### config.mk
export PLATFORM = sky130hd
export DESIGN_NAME = hidden_cpu_driver
export DESIGN_NICKNAME = d
export VERILOG_FILES = /design/src/rtl/hidden_cpu_driver.sv
export SDC_FILE = /design/constraint.sdc
export NUM_CORES = 1
export LEC_CHECK = 0
export CAP_MARGIN = 10
export CORE_ASPECT_RATIO = 0.5
export CORE_MARGIN = 3
export CORE_UTILIZATION = 45
export CTS_BUF_LIST = sky130_fd_sc_hd__clkbuf_8 sky130_fd_sc_hd__clkbuf_16
export CTS_CLUSTER_DIAMETER = 120
export DETAILED_ROUTE_END_ITERATION = 6
export HOLD_SLACK_MARGIN = 0.06
export PLACE_DENSITY = 0.74
export SYNTH_ARGS = -nofsm -noshare
export SYNTH_HDL_FRONTEND = slang
export SYNTH_SLANG_ARGS = --single-unit
### constraint.sdc
create_clock -name clk -period 3 [get_ports clk]
set_clock_uncertainty 0.1 [all_clocks]
set_input_delay 0.3 -clock clk [delete_from_list [all_inputs] [get_ports clk]]
set_output_delay 0.3 -clock clk [all_outputs]
set_load 0.005 [all_outputs]
### src/rtl/hidden_cpu_driver.sv
// hidden_cpu_driver: stores a short program of 6-bit entries. On start, it
// replays the program onto an 8-bit CPU pin bus. The sequence is a CPU reset
// phase, then one CPU clock pulse per entry, and finally a capture of the
// CPU result bus.
// cpu_pins layout: [0] cpu clk, [1] cpu rst, [7:2] entry {reg1, reg0, opcode}.
module hidden_cpu_driver #(
   parameter int DEPTH = 16,
   parameter int HALF  = 2
) (
   input  logic                       clk,
   input  logic                       rst,
   input  logic                       wr_valid,
   input  logic [5:0]                 wr_data,
   output logic                       wr_ready,
   input  logic                       clear,
   input  logic                       start,
   output logic                       busy,
   output logic                       done,
   output logic [$clog2(DEPTH):0]     prog_count,
   output logic [7:0]                 cpu_pins,
   input  logic [7:0]                 cpu_out,
   output logic [7:0]                 result,
   output logic                       result_valid
);

   localparam int PW = $clog2(DEPTH);
   localparam int CW = PW + 1;
   localparam int HW = (HALF > 1) ? $clog2(HALF) : 1;
   localparam logic [CW-1:0] DEPTH_C = CW'(DEPTH);
   localparam logic [HW-1:0] LAST_C  = HW'(HALF - 1);

   typedef enum logic [2:0] {
      IDLE    = 3'd0,
      RST_CPU = 3'd1,
      SETUP   = 3'd2,
      CLK_HI  = 3'd3,
      CAPTURE = 3'd4
   } state_t;

   // Pin image for one program entry with the given CPU clock level
   // (CPU reset is always low while entries are being driven).
   function automatic logic [7:0] entry_pins(input logic [5:0] entry, input logic cpu_clk);
      entry_pins = {entry, 1'b0, cpu_clk};
   endfunction

   state_t          state_r, state_next_s;
   logic [HW-1:0]   cnt_r, cnt_next_s;
   logic [CW-1:0]   pc_r, pc_next_s, pc_inc_s;
   logic [CW-1:0]   count_r, count_next_s;
   logic [7:0]      pins_r, pins_next_s;
   logic [7:0]      result_r;
   logic            done_r, done_next_s;
   logic            rv_r, rv_next_s;
   logic            busy_r;
   logic            wr_ready_r;
   logic            wr_en_s;
   logic            capture_s;
   logic [5:0]      mem_r [DEPTH];

   assign wr_ready     = wr_ready_r;
   assign busy         = busy_r;
   assign done         = done_r;
   assign prog_count   = count_r;
   assign cpu_pins     = pins_r;
   assign result       = result_r;
   assign result_valid = rv_r;

   // Program store; contents survive clear and reset, only prog_count gates access.
   always_ff @(posedge clk) begin
      if (wr_en_s) begin
         mem_r[count_r[PW-1:0]] <= wr_data;
      end
   end

   // Next-state, next-output and write-accept decode. Output values are
   // computed from the next state so every output leaves a flop.
   always_comb begin
      state_next_s = state_r;
      cnt_next_s   = cnt_r;
      pc_next_s    = pc_r;
      count_next_s = count_r;
      pins_next_s  = 8'h00;
      done_next_s  = 1'b0;
      rv_next_s    = 1'b0;
      wr_en_s      = 1'b0;
      capture_s    = 1'b0;
      pc_inc_s     = pc_r + CW'(1);

      case (state_r)
         IDLE: begin
            if (clear) begin
               // clear beats both a write and a start in the same cycle
               count_next_s = {CW{1'b0}};
            end else begin
               if (wr_valid && (count_r < DEPTH_C)) begin
                  wr_en_s      = 1'b1;
                  count_next_s = count_r + CW'(1);
               end else begin
                  count_next_s = count_r;
               end
               // a write accepted alongside start is part of the run
               if (start) begin
                  if (count_next_s == {CW{1'b0}}) begin
                     done_next_s = 1'b1;
                  end else begin
                     state_next_s = RST_CPU;
                     cnt_next_s   = {HW{1'b0}};
                     pins_next_s  = 8'h02;
                  end
               end else begin
                  state_next_s = IDLE;
               end
            end
         end

         RST_CPU: begin
            pins_next_s = 8'h02;
            if (cnt_r == LAST_C) begin
               state_next_s = SETUP;
               cnt_next_s   = {HW{1'b0}};
               pc_next_s    = {CW{1'b0}};
               pins_next_s  = entry_pins(mem_r[0], 1'b0);
            end else begin
               cnt_next_s = cnt_r + HW'(1);
            end
         end

         SETUP: begin
            pins_next_s = entry_pins(mem_r[pc_r[PW-1:0]], 1'b0);
            if (cnt_r == LAST_C) begin
               state_next_s = CLK_HI;
               cnt_next_s   = {HW{1'b0}};
               pins_next_s  = entry_pins(mem_r[pc_r[PW-1:0]], 1'b1);
            end else begin
               cnt_next_s = cnt_r + HW'(1);
            end
         end

         CLK_HI: begin
            pins_next_s = entry_pins(mem_r[pc_r[PW-1:0]], 1'b1);
            if (cnt_r == LAST_C) begin
               cnt_next_s = {HW{1'b0}};
               pc_next_s  = pc_inc_s;
               if (pc_inc_s < count_r) begin
                  // fields only change here, while cpu clk falls back to 0
                  state_next_s = SETUP;
                  pins_next_s  = entry_pins(mem_r[pc_inc_s[PW-1:0]], 1'b0);
               end else begin
                  state_next_s = CAPTURE;
                  pins_next_s  = 8'h00;
                  done_next_s  = 1'b1;
                  rv_next_s    = 1'b1;
                  capture_s    = 1'b1;
               end
            end else begin
               cnt_next_s = cnt_r + HW'(1);
            end
         end

         CAPTURE: begin
            state_next_s = IDLE;
            pc_next_s    = {CW{1'b0}};
            pins_next_s  = 8'h00;
         end

         default: begin
            state_next_s = IDLE;
            cnt_next_s   = {HW{1'b0}};
            pc_next_s    = {CW{1'b0}};
            pins_next_s  = 8'h00;
         end
      endcase
   end

   // State, counters and registered outputs; reset aborts any run silently.
   always_ff @(posedge clk or posedge rst) begin
      if (rst) begin
         state_r    <= IDLE;
         cnt_r      <= {HW{1'b0}};
         pc_r       <= {CW{1'b0}};
         count_r    <= {CW{1'b0}};
         pins_r     <= 8'h00;
         result_r   <= 8'h00;
         done_r     <= 1'b0;
         rv_r       <= 1'b0;
         busy_r     <= 1'b0;
         wr_ready_r <= 1'b1;
      end else begin
         state_r    <= state_next_s;
         cnt_r      <= cnt_next_s;
         pc_r       <= pc_next_s;
         count_r    <= count_next_s;
         pins_r     <= pins_next_s;
         done_r     <= done_next_s;
         rv_r       <= rv_next_s;
         busy_r     <= (state_next_s != IDLE);
         wr_ready_r <= (state_next_s == IDLE) && (count_next_s < DEPTH_C);
         if (capture_s) begin
            result_r <= cpu_out;
         end else begin
            result_r <= result_r;
         end
      end
   end

endmodule

=== Word level (Yosys, flattened, before mapping) ===
Memories as Yosys holds them, arrays and structs flattened.
Index checks and enable logic that the tools add are counted.

* Input port bits: 19
* Word-level logic and storage cells: 79
* Bits in writable memories: 96
* Memories: 1
* Output and inout bits: 25
* Bits in registers: 34

{| class="wikitable"
|+ Memory list
! memory !! words !! width !! read ports !! clocked after memory_dff !! wr ports !! line !! source
|-
| mem_r || 16 || 6 || 3 || 0 || 1 || 58 || <nowiki>logic [5:0] mem_r [DEPTH];</nowiki>
|}

* Add/sub/neg operators: 3
* Multiplexer cells: 41
* Bitwise gates (word level): 2
* Equal/unequal tests: 9
* Reduce and logical (&&, ||, !) cells: 10
* Magnitude comparators: 3

{| class="wikitable"
|+ Operator list
! operator !! count
|-
| two-way mux 5 bit || 7
|-
| one-hot mux 8 bit (4 select lines) || 1
|-
| two-way mux 8 bit || 3
|-
| two-way mux 3 bit || 7
|-
| two-way mux 1 bit || 16
|-
| one-hot mux 5 bit (3 select lines) || 1
|-
| one-hot mux 3 bit (4 select lines) || 1
|-
| adder 5 x 1 -> 5 bit, second input constant || 2
|-
| < comparator 5 bit, second input constant || 2
|-
| inequality test 2 bit, second input constant || 5
|-
| equality test 3 x 2 -> 1 bit, second input constant || 2
|-
| zero test 3 bit || 2
|-
| two-way mux 2 bit || 3
|-
| zero test 5 bit || 1
|-
| < comparator 5 bit || 1
|-
| AND reduction 4 bit || 1
|-
| equality test 3 x 1 -> 1 bit, second input constant || 1
|-
| equality test 3 bit, second input constant || 1
|-
| one-hot mux 1 bit (3 select lines) || 1
|-
| AND reduction 3 bit || 1
|-
| nonzero test 3 bit || 1
|-
| OR reduction 3 bit || 1
|-
| logical AND 1 bit || 2
|-
| inverter 1 bit || 2
|-
| 3 further kinds || 3
|}

=== Logic depth before layout (Yosys ltp) ===
Gate-level depths: netlist of run 1.

* Depth in word-level cells: 12
* Depth in mapped cells: 10
* Gate-level depth less buffers: 8

=== Worst setup path before layout of run 1 ===
Ideal clock, no wire load.

* Path kind: register to register
* Start: register pc_r[1]
* End: register result_r[0], in the netlist result[0]
* Setup time: 0.125 ns
* Slack: 0.223 ns
* Buffers on the path: 2
* Cell stages (with the launch flop): 11
* Data arrival time: 2.552 ns
* Cell sequence: dfrtp_1 -> ha_1 -> xor2_1 -> buf_6 -> ha_1 -> a21oi_1 -> o21ai_1 -> and2_1 -> o311a_1 -> buf_2 -> mux2_2

* Cells in the longest elaborated chain, start to end: 5

{| class="wikitable"
|+ Ends and longest elaborated chain
! element !! line !! source
|-
| from (decl) || 48 || <nowiki>logic [CW-1:0] pc_r, pc_next_s, pc_inc_s;</nowiki>
|-
| from (signal assigned) || 180 || <nowiki>pc_r <= {CW{1'b0}};</nowiki>
|-
| from (signal assigned) || 191 || <nowiki>pc_r <= pc_next_s;</nowiki>
|-
| adder 5 x 1 -> 5 bit || 87 || <nowiki>pc_inc_s = pc_r + CW'(1);</nowiki>
|-
| < comparator 5 bit || 144 || <nowiki>if (pc_inc_s < count_r) begin</nowiki>
|-
| two-way mux 1 bit || 144 ||
|-
| two-way mux 1 bit || 141 || <nowiki>if (cnt_r == LAST_C) begin</nowiki>
|-
| two-way mux 1 bit || 89 || <nowiki>case (state_r)</nowiki>
|-
| named net capture_s || 57 || <nowiki>logic capture_s;</nowiki>
|-
| to (signal assigned) || 199 || <nowiki>result_r <= cpu_out;</nowiki>
|-
| to (signal assigned) || 201 || <nowiki>result_r <= result_r;</nowiki>
|-
| to (decl) || 51 || <nowiki>logic [7:0] result_r;</nowiki>
|}

The timed path passes the listed nets, and every way through them passes these cells.
A chain may end at the register's enable or synchronous reset.

=== Worst setup path after layout of run 1 ===
* Start: register pc_r[0]
* End: register result_r[3], in the netlist result[3]

* Cells in the longest elaborated chain, start to end: 5

{| class="wikitable"
|+ Ends and longest elaborated chain
! element !! line
|-
| adder 5 x 1 -> 5 bit || 87
|-
| < comparator 5 bit || 144
|-
| two-way mux 1 bit || 144
|-
| two-way mux 1 bit || 141
|-
| two-way mux 1 bit || 89
|}

No other way between the ends.

==> results of run 1 <==
[synth_stat cells (3+ instances only)]
library cell / instances
o22ai_1: 17
mux4_2: 5
buf_4: 5
buf_6: 10
mux2i_1: 54
nand3_1: 5
nand2_1: 26
o21ai_1: 3
nor2b_1: 7
nor2_1: 24
edfxtp_1: 96
a21o_1: 4
a21oi_1: 8
mux2_2: 15
nand2b_1: 5
inv_1: 7
mux4_1: 19
dfrtp_1: 33
o21ai_0: 12
ha_1: 9
o2bb2ai_1: 8
buf_2: 3
nor3_1: 19
clkbuf_1: 11
a2111oi_0: 6
xnor2_1: 3
a211o_1: 6
and2_1: 3
[cells by family (layout without fill, tap and decap cells)]
kind of cell,count (synthesis),in the layout,synth area share
compound gates,78,78,0.08749
buf+inv,38,109,0.03935
fa+ha+maj,9,9,0.01719
flops,130,130,0.5702
mux,93,93,0.2017
simple gates,102,102,0.07736
xor+xnor,5,5,0.006687
[sequential cells by signal (all words and copies together), names as in the netlist]
register and cells:
done 1, result_valid 1, cpu_pins 8, result 8, busy 1, state_r 3
prog_count 5, wr_ready 1, mem_r 96, cnt_r 1, pc_r 5
[final timing paths]
| path | to | slack [ps] |
|---|---|---|
| max | result[3] | 230 |
| min | result_valid | 280 |
| max reg2reg | result[3] | 230 |
| min reg2reg | result[2] | 400 |
| max in group asynchronous | wr_ready | 1830 |
| min in group clk | result[1] | 400 |
[final cells by class]
class / count / area (µm²) / area share
well taps: 192 / 240.2 / 0.03058
repair buffers: 70 / 645.6 / 0.08219
clock buffers: 17 / 425.4 / 0.05416
multi-input cells: 287 / 2557 / 0.3256
flip-flops and latches: 130 / 3739 / 0.4759
clock inverters: 15 / 221.5 / 0.02819
inverters: 7 / 26.28 / 0.003345
[power by group through the flow]
| stage | registers (µW) | logic [µW] | clock network, µW |
|---|---|---|---|
| floorplan | 1970 | 15.3 | 0 |
| global placement | 1970 | 59.9 | 0 |
| detailed placement | 1970 | 61.4 | 0 |
| CTS | 1940 | 62.0 | 2300 |
| global route | 1940 | 67.5 | 2370 |
| finish | 1940 | 60.9 | 2280 |
[metrics by stage]
stage | cell area [µm²] | util | std cells | total power, µW
global route | 7855 | 0.5656 | 718 | 4371
detailed placement | 7208 | 0.5190 | 686 | 2033
finish | 7855 | 0.5656 | 718 | 4272
CTS | 7855 | 0.5656 | 718 | 4302
floorplan | 6550 | - | 455 | 1987
global placement | 7208 | 0.5190 | 686 | 2031
[critical path, stage by stage (launching register included)]
cell     delay, ps
dfrtp_4        490
ha_1           260
xor2_1         180
ha_1           310
nand2_1         50
o21ai_1        180
and2_1         240
o311a_1        460
mux2_2         390
[layer usage]
metal | track usage | share of wire
met3 | 0.04177 | 0.079
met5 | 0 | 0
met4 | 0.08687 | 0.020
met1 | 0.2469 | 0.42
met2 | 0.3160 | 0.48
==> results.cfg, run 1 <==
[synth]
synth_top_area_frac = 0.4401
synth_flop_cell = edfxtp_1
syn_inst = 455
async_flop_share = 0.2615
synth_seq_cells = 130
synth_cell_types = 55
ys_warn_count = 0
synth_edf_count = 96
synth.largest_area_cell = edfxtp_1
syn_avg_cell_area_um2 = 14.40
synth_seq_area_share = 0.5702
syn_nets = 483
synth_area_leaders = edfxtp_1 (44%), dfrtp_1 (13%), mux2i_1 (8.3%), mux4_1 (7.6%), mux2_2 (2.6%)
netlist_area_um2 = 6550

[layout]
fin_nets = 541
mostFrequentLayoutCell = edfxtp_1
final_cell_mix = edfxtp_1 (96), mux2i_1 (54), clkdlybuf4s50_1 (43)
antennaDiodeCount = 0
fillers = 1060
drive_above_1_share = 0.1654
area_delta_synth_final_pct = 19.92

[sta]
fin_ws_ps = 229.2
max-slew-margin-rel = 0.4067
max_freq_mhz = 360.9
hold_viol_final = 0
timing.hold.ws_ps = 277.2
fin_crit_ps = 2771
tightest_slew_ps = 889.0
setup_violations = 0
rsz0062_at_grt = false
post-route-period-util = 0.9236
drv_slew = 0
fin_tns_setup_ps = 0

[clocking]
cts_tree = yes
cts_resized = 0
cts_setup_buffers = 0
hold_buffers = 0
h-tree-depth = 4
cts_buffers = 17
clockBufferDepth = 2
path_clk_slew_ps = 50
clock_latency_ps = 420
cts_num_sinks = 130
cts_root_buf = clkbuf_16

[worst_setup_path]
worstSetupPathType = register to register
crit_fanout = 10
worstRegToRegCells = 8
critPathLaunch = pc_r[0]
r2r-start = pc_r[0]
crit_required_ps = 3200
start_kind = register
worstPathArrival_ps = 2970
critPathCaptureType = register

[global_routing]
grt_max_degree = 76
grt_use_total = 0.1927
antenna_found_initial = 0
grt_pass1_vias = 4385
overflow = 0
grt_pass1_wl_um = 23550

[min_path]
hold_class = input port to async pin

[drt]
first_iter_violations = 389
vias = 4274
post_drt_wl_per_cell_um = 20.69
ant_nets = 0
avgViaCountPerCell = 5.953
wl_um = 14860
firstDrtPassIters = 5
drc = 0

[run_status]
status = finished clean

[power_and_ir_drop]
p_clk_frac = 0.533
pwr-share-comb = 0.014
powerDensity_nw_per_um2 = 543.9
sequentialPowerShare = 0.453
p_int_uw = 3499
switchingPower_uw = 772.9
leakagePower_uw = 0.003263
sw_frac_of_total = 0.1809
peakVddDrop_uv = 442.9

[die]
die_height_um = 91.31
dieWidth_um = 176.6
num_io_pins = 44
die_area_um2 = 16130
rows = 30
start_util = 0.4716
core_um2 = 13890

[placed_design]
portBuffers = 43
pre_cts_ws_ps = 201.5
place_congestion = 0.8381
dp_hpwl_um = 9941

[flow_run]
maxCapViolations = 0
Note: power is estimated with default switching activity, not from simulation.
==> run 2: changes to the inputs <==
CAP_MARGIN = 20   (was 10)
MAX_ROUTING_LAYER = met4   (was default)
==> run 2 against run 1 <==
Net effect:
- register-to-register slack is essentially flat
- largest cell class unchanged
- combinational power about the same
- via count up 0.23%
- first-iteration DRC count is 5.7% higher
- critical path depth stayed put
- global-route usage rose by 0.61 points
- wire length increased by 0.20%
- sequential share of layout area stayed put
- sequential power about the same
- total power hardly changed
- die area unchanged
==> results.cfg, run 2 (same netlist as run 1, synthesis figures left out) <==
[clocking]
cts_resized = 0
cts_buffers = 17
cts_tree = yes
clockBufferDepth = 2
cts_num_sinks = 130
cts_root_buf = clkbuf_16
hold_buffers = 0
path_clk_slew_ps = 50
h-tree-depth = 4
cts_setup_buffers = 0
clock_latency_ps = 420

[layout]
fillers = 1060
drive_above_1_share = 0.1654
multiInputGateArea_um2 = 2557
fin_cells = 718
area_delta_synth_final_pct = 19.92
antennaDiodeCount = 0
fin_area_um2 = 7855
fin_nets = 541
final_cell_mix = edfxtp_1 (96), mux2i_1 (54), clkdlybuf4s50_1 (43)
mostFrequentLayoutCell = edfxtp_1
largest_register_ffs = 96
register_area_um2 = 3739

[power_and_ir_drop]
powerDensity_nw_per_um2 = 544.2
p_total_uw = 4275
peakVddDrop_uv = 442.8
leakagePower_uw = 0.003263

[worst_setup_path]
r2r-start = pc_r[0]
cp_slowest_cell = dfrtp_4
r2r_end = result[3]
start_kind = register
critPathLaunch = pc_r[0]
crit_path_max_incr_delay_ps = 490
crit_fanout = 10
worstPathArrival_ps = 2970
crit_top_cell = ha_1
critPathCaptureType = register
path_cells = ha_1 -> xor2_1 -> ha_1 -> nand2_1 -> o21ai_1 -> and2_1 -> o311a_1 -> mux2_2
crit_required_ps = 3200
worstSetupPathType = register to register
worstRegToRegCells = 8
rrSetupSlack_ps = 230

[global_routing]
overflow = 0
grt_pass1_vias = 4365
antenna_found_initial = 0
grt_pass1_wl_um = 23580
grt_use_total = 0.1987
grt_max_degree = 76

[die]
die_area_um2 = 16130
rows = 30
start_util = 0.4716
core_um2 = 13890
dieWidth_um = 176.6
die_height_um = 91.31
num_io_pins = 44

[sta]
drv_slew = 0
max-slew-margin-rel = 0.4047
tightest_slew_ps = 892.0
timing.hold.ws_ps = 279.7
max_freq_mhz = 361.1
post-route-period-util = 0.9232
hold_viol_final = 0
rsz0062_at_grt = false
fin_tns_setup_ps = 0
setup_violations = 0
fin_crit_ps = 2770

[run_status]
status = finished clean

[drt]
firstDrtPassIters = 6
drc = 0
post_drt_wl_per_cell_um = 20.73
vias = 4284
first_iter_violations = 411
wl_um = 14890
ant_nets = 0
avgViaCountPerCell = 5.967

[placed_design]
dpl-instance-area_um2 = 7208
place_inst = 686
dp_hpwl_um = 9941
place_congestion = 0.8511
portBuffers = 43

[flow_run]
maxCapViolations = 0

[min_path]
hold_class = input port to async pin
==> run 2: cell counts in the layout (fill, tap and decap cells not counted) <==
Identical to the previous run, type by type.
==> run 2: worst max path at each step <==
| stage | endpoint | slack, ps | cells after the start |
|---|---|---|---|
| 5_1_grt | cpu_pins[3] | 20 | 8 |
| 2_1_floorplan | result[0] | 220 | 10 |
| 4_1_cts | result[3] | 200 | 8 |
| 3_5_place_dp | result[3] | 200 | 8 |
| 3_3_place_gp | result[7] | 280 | 8 |
| 6_report | result[3] | 230 | 8 |
==> run 2: per-stage QoR <==
step	setup slack, ps	utilization
4_1_cts	202.5	0.5656
6_report	230.3	0.5656
3_3_place_gp	278.5	0.5190
5_1_grt	16.83	0.5656
2_1_floorplan	222.8	-
3_5_place_dp	201.5	0.5190
==> run 2: report_power, final <==
part | switching [µW] | total (µW) | internal [µW]
logic | 33.3 | 60.9 | 27.6
clock network | 742 | 2280 | 1540
registers | 0 | 1940 | 1940
==> run 2: layer usage <==
layer  global-route usage  up-vias  part of all wire
met3              0.04887       30             0.086
met2               0.3157      198              0.49
met1               0.2480     2136              0.41
met4              0.07707        0             0.017
met5                    -        -                 0
li1                     -     1920                 -
==> run 2: layout make-up <==
cell class / instances / area share
inverters: 7 / 0.003345
clock inverters: 15 / 0.02819
repair buffers: 70 / 0.08219
well taps: 192 / 0.03058
clock buffers: 17 / 0.05416
multi-input cells: 287 / 0.3256
flip-flops and latches: 130 / 0.4759
==> run 2: critical path, delay by kind of cell, from the launching register on <==
family                   cells  cell delay (ps)
AO/OA/AOI/OAI                2              640
flip-flops                   1              490
AND/OR/NAND/NOR              2              290
multiplexers                 1              390
XOR/XNOR                     1              180
adder cells (fa/ha/maj)      2              570
